===== config.mk =====
export PLATFORM = sky130hd
export DESIGN_NAME = retire_trace_buffer
export DESIGN_NICKNAME = d
export VERILOG_FILES = /design/src/rtl/retire_trace_buffer.sv
export SDC_FILE = /design/constraint.sdc
export NUM_CORES = 2
export LEC_CHECK = 0
export CORE_MARGIN = 2
export CORE_UTILIZATION = 50
export CTS_CLUSTER_DIAMETER = 200
export DETAILED_ROUTE_END_ITERATION = 16
export GPL_TIMING_DRIVEN = 0
export PLACE_DENSITY = 0.77
export REMOVE_ABC_BUFFERS = 1
export SLEW_MARGIN = 0
export SYNTH_ARGS = -nofsm -noshare
export SYNTH_HDL_FRONTEND = slang
export SYNTH_SLANG_ARGS = --single-unit

===== constraint.sdc =====
create_clock -name i_clk -period 13.65 [get_ports i_clk]
set_clock_uncertainty 0.15 [all_clocks]
set_input_delay 2.73 -clock i_clk [delete_from_list [all_inputs] [get_ports i_clk]]
set_output_delay 2.73 -clock i_clk [all_outputs]
set_load 0.05 [all_outputs]

===== src/rtl/retire_trace_buffer.sv =====
// Retire trace buffer: captures retire records into a first-word-fall-through FIFO
// and keeps run counters with halt and cycle-limit timeout detection.
module retire_trace_buffer #(
  parameter int DEPTH       = 16,
  parameter int CYCLE_LIMIT = 40000
) (
  input  logic                     i_clk,
  input  logic                     i_rst,
  input  logic                     i_retire_valid,
  input  logic [31:0]              i_retire_pc,
  input  logic [31:0]              i_retire_inst,
  input  logic [4:0]               i_retire_rd_waddr,
  input  logic [31:0]              i_retire_rd_wdata,
  input  logic                     i_retire_dmem_ren,
  input  logic                     i_retire_dmem_wen,
  input  logic                     i_retire_trap,
  input  logic                     i_retire_halt,
  output logic                     o_trace_valid,
  input  logic                     i_trace_ready,
  output logic [31:0]              o_trace_pc,
  output logic [31:0]              o_trace_inst,
  output logic [4:0]               o_trace_rd_waddr,
  output logic [31:0]              o_trace_rd_wdata,
  output logic [3:0]               o_trace_flags,
  output logic [$clog2(DEPTH):0]   o_count,
  output logic [31:0]              o_cycles,
  output logic [31:0]              o_instret,
  output logic [31:0]              o_loads,
  output logic [31:0]              o_stores,
  output logic [15:0]              o_dropped,
  output logic                     o_halted,
  output logic                     o_timeout
);

  localparam int PTR_W = $clog2(DEPTH);
  localparam int CNT_W = PTR_W + 1;
  localparam int REC_W = 105;
  localparam logic [CNT_W-1:0] FULL_CNT   = CNT_W'(DEPTH);
  localparam logic [31:0]      LAST_CYCLE = 32'(CYCLE_LIMIT - 1);

  typedef enum logic [1:0] {
    S_RUN,
    S_HALTED,
    S_TIMEOUT
  } state_t;

  state_t           state;
  logic [REC_W-1:0] mem [DEPTH];
  logic [PTR_W-1:0] head;
  logic [PTR_W-1:0] tail;
  logic             run;
  logic             pop;
  logic             push;
  logic             halt_seen;
  logic [REC_W-1:0] rec_in;
  logic [REC_W-1:0] rec_head;

  function automatic logic [15:0] sat_inc16(input logic [15:0] v);
    return (v == 16'hFFFF) ? v : v + 16'd1;
  endfunction

  assign run       = (state == S_RUN);
  assign pop       = (o_count != '0) & i_trace_ready;
  // A full FIFO still accepts when the head leaves in the same cycle.
  assign push      = run & i_retire_valid & ((o_count != FULL_CNT) | pop);
  // Halt is taken from any valid record, even one that the full FIFO drops.
  assign halt_seen = run & i_retire_valid & i_retire_halt;

  assign rec_in = {i_retire_halt, i_retire_trap, i_retire_dmem_wen, i_retire_dmem_ren,
                   i_retire_rd_wdata, i_retire_rd_waddr, i_retire_inst, i_retire_pc};

  always_ff @(posedge i_clk) begin
    if (push) mem[tail] <= rec_in;
  end

  always_ff @(posedge i_clk or posedge i_rst) begin
    if (i_rst) begin
      state     <= S_RUN;
      head      <= '0;
      tail      <= '0;
      o_count   <= '0;
      o_cycles  <= '0;
      o_instret <= '0;
      o_loads   <= '0;
      o_stores  <= '0;
      o_dropped <= '0;
      o_halted  <= 1'b0;
      o_timeout <= 1'b0;
    end else begin
      if (push) tail <= tail + PTR_W'(1);
      if (pop)  head <= head + PTR_W'(1);
      if (push && !pop)      o_count <= o_count + CNT_W'(1);
      else if (!push && pop) o_count <= o_count - CNT_W'(1);

      if (run) begin
        o_cycles <= o_cycles + 32'd1;
        if (i_retire_valid) begin
          o_instret <= o_instret + 32'd1;
          if (i_retire_dmem_ren) o_loads  <= o_loads + 32'd1;
          if (i_retire_dmem_wen) o_stores <= o_stores + 32'd1;
          if (!push)             o_dropped <= sat_inc16(o_dropped);
        end
        if (halt_seen) begin
          state    <= S_HALTED;
          o_halted <= 1'b1;
        end else if (o_cycles == LAST_CYCLE) begin
          state     <= S_TIMEOUT;
          o_timeout <= 1'b1;
        end
      end
    end
  end

  // Head is read straight from storage; fields read as zero while empty.
  assign rec_head         = mem[head];
  assign o_trace_valid    = (o_count != '0);
  assign o_trace_pc       = o_trace_valid ? rec_head[31:0]    : 32'd0;
  assign o_trace_inst     = o_trace_valid ? rec_head[63:32]   : 32'd0;
  assign o_trace_rd_waddr = o_trace_valid ? rec_head[68:64]   : 5'd0;
  assign o_trace_rd_wdata = o_trace_valid ? rec_head[100:69]  : 32'd0;
  assign o_trace_flags    = o_trace_valid ? rec_head[104:101] : 4'd0;

endmodule


==> summary.txt <==
STA
  • Final Setup Violations: 0
  • Transition time of the tightest slew-check pin: 1260 ps
  • Setup repair after global routing missed its margin: false
  • Maximum operating frequency: approximately 0.13 GHz
  • Post-route fraction of the period consumed by the critical path: 58.0%
  • Clock period minus worst slack: 7920 ps
  • Final worst slack: 5730 ps
  • Total negative slack for setup checks: 0 ps
  • Max-Slew Margin vs Limit: ~16%
  • Count of final hold-check violations: 0
  • Final-report max-slew violation count: 0

Cells and area
  • Number of nets in the finished design: 3813
  • Most frequent cells in the layout: 1680 x sky130_fd_sc_hd__edfxtp_1, 420 x sky130_fd_sc_hd__mux4_2, 365 x sky130_fd_sc_hd__clkdlybuf4s50_1
  • Area growth from synthesis to final layout: 18.3%
  • Share of the core filled with cells: 59.8%
  • Commonest non-fill, non-tap cell in the layout: sky130_fd_sc_hd__edfxtp_1
  • Ratio of cells with drive above 1 in the final layout: 20.0%

Drt
  • WL final: between 150000 and 200000 um
  • DR vias/cell: 5.98
  • Drt initial violations: 3457
  • Total via count in the routed design: between 30000 and 40000
  • Iteration count of the initial detailed-routing pass: 5
  • Drt wl/cell: between 20 and 30 um
  • Number of DRC violations after detailed routing: 0
  • Final antenna-violating net count: 0

Worst setup path
  • Arr. time, crit path: 5040 ps
  • Reg2reg path depth: 7
  • Maximum fanout along the worst path: 44
  • Crit end category: output pin
  • Critical Path Source Type: register
  • Required time of the critical path: about 11000 ps
  • Worst setup path category: reg2out

Hold path
  • Hold/Removal Path Class: reg2reg
  • Worst hold path stage count: 1

Clock tree
  • Insertion delay to the later sink of the worst-skew pair: 820 ps
  • Clock transition at the registers of the reported paths: 60 ps
  • Sink Count: around 1800
  • Maximum clock insertion buffer count: 3
  • Number of instances resized during post-cts repair: 0
  • CTS Root Buffer Type: sky130_fd_sc_hd__clkbuf_16
  • Hold buffer count at cts: 0
  • Number of buffers created by CTS: 177
  • Post-CTS Setup Inserts: 0
  • Level count of the clock H-tree: 4
  • TritonCTS clock tree: yes

Synthesis
  • Flop and latch count out of synthesis: roughly 1800
  • Sequential fraction of the synthesis area: 77.1%
  • Syn_area_per_cell: 21.9 um^2
  • Library cells used by synthesis: 44
  • FFs w/ async S/R, synth: around 9%
  • EDFF count, synth: 1680
  • Prevailing post-synth register cell: sky130_fd_sc_hd__edfxtp_1
  • Synthesized netlist cell count: 3225
  • Post-synthesis instance area: 70700 um^2
  • Yosys warnings: 0

Outcome
  • Outcome: finished, final reports clean

Floorplan
  • Number of ports placed on the die boundary: approximately 370
  • Core Rows: between 100 and 150
  • Core outline area: 140000 um^2
  • Area enclosed by the die boundary: 144000 um^2
  • Die H: 380 um
  • Initial cell density of the core: 50.5%
  • Width of the die: 380 um

Global route
  • Vias in the first global route: ~36000
  • Global-route congestion overflow total: 0
  • Gr usage total: between 20% and 30%
  • First-pass GRT wire length: 233000 um
  • Antenna violations before repair: 16
  • Pin count of the biggest net entering global routing: 126

Place
  • Routability-driven placement congestion ratio: approximately 0.80
  • Pre-CTS worst setup slack: 6440 ps
  • Post-detailed-placement half-perimeter wirelength: between 90000 and 100000 um
  • Number of buffer cells added on primary ports: 365

Run
  • Max_cap viols: 0

Power and ir drop
  • Maximum vdd drop: 0.182 mV
  • Post-layout total power: between 0.015 and 0.02 W
  • Leakage Power: between 20 and 30 nW
  • Power density normalized to cell area: between 200 and 250 nW/um^2
[worst max-delay path: stages, from the launching register on]
cell and delay (ps):
sky130_fd_sc_hd__dfrtp_4 790, sky130_fd_sc_hd__buf_12 300, sky130_fd_sc_hd__buf_16 300, sky130_fd_sc_hd__buf_16 330, sky130_fd_sc_hd__buf_16 320, sky130_fd_sc_hd__buf_16 340
sky130_fd_sc_hd__mux4_2 550, sky130_fd_sc_hd__mux2i_1 180, sky130_fd_sc_hd__o22ai_1 160, sky130_fd_sc_hd__clkdlybuf4s50_1 790
[layer usage]
layer	up-vias	share of wire, %	track usage, %
met3	269	8.5	5.86
li1	14400	-	-
met4	24	2.4	6.44
met5	-	0.091	0
met1	18100	39	28.9
met2	1406	50	36.4
[synth_stat cells, drive strengths merged (4+ instances only)]
cell	count	area, um^2
nor2	36	140
inv	16	60.1
and4	19	166
edfxtp	1680	50400
or2	5	31.3
mux2i	210	2100
a21o	4	30.0
mux4	420	9460
nor3	19	95.1
nand2	66	248
nor3b	4	35.0
dfrtp	161	4030
buf	77	337
nand4	43	269
xor2	43	377
o22ai	104	651
xnor2	106	928
clkbuf	71	267
ha	14	175
nor4	13	87.6
and2	19	119
nand3	50	250
and3	14	87.6
or4	4	30.0
mux2	6	67.6
[stage by stage]
stage,cell area [um^2],hold slack (ps),cells
floorplan,70100,366,3077
global placement,76100,305,5318
detailed placement,77900,305,5386
CTS,83600,326,5706
global route,83600,334,5708
finish,83600,320,5710
[layout make-up]
cell class	count	area, um^2
Sequential cell	1841	54500
Clock inverter	90	1000
Clock buffer	230	4690
Inverter	17	71.3
Multi-Input combinational cell	1219	15600
Timing Repair Buffer	433	5430
Antenna cell	4	10.0
Tap cell	1876	2350
Fill cell	9645	56300
[where the power goes]
| part | internal (W) | switching (W) |
|---|---|---|
| logic | 0.00231 | 0.00323 |
| clock network | 0.00274 | 0.00206 |
| registers | 0.00628 | 0.000134 |
| total | 0.0113 | 0.00543 |
[path summary, 6_finish.rpt]
| kind | startpoint | end | slack, ps |
|---|---|---|---|
| hold / removal | o_instret[31] | o_instret[31] | 320 |
| max in group asynchronous | i_rst | head[2] | 10250 |
| setup / recovery | head[2] | o_trace_rd_wdata[3] | 5730 |
| min in group asynchronous | i_rst | o_stores[21] | 2130 |
| hold reg to reg | o_instret[31] | o_instret[31] | 320 |
| setup reg to reg | state[1] | mem[5][58] | 9280 |
[logic make-up (layout without fill, tap and decap cells)]
family / after synthesis / count (layout) / share of synthesized area (%)
xor+xnor: 149 / 149 / 1.85
compound gates: 115 / 115 / 1.03
buf+inv: 165 / 770 / 0.944
mux: 636 / 636 / 16.5
flops: 1841 / 1841 / 77.1
other cells: 0 / 4 / 0
simple gates: 304 / 304 / 2.35
fa+ha+maj: 15 / 15 / 0.276
[registers in the layout, summed over array words and instances (netlist names)]
name       flops
mem         1680
o_cycles      32
o_instret     32
o_loads       32
o_stores      32
o_dropped     16
o_count        5
head           4
tail           4
state          2
o_halted       1
o_timeout      1
Note: power is estimated with default switching activity, not from simulation.
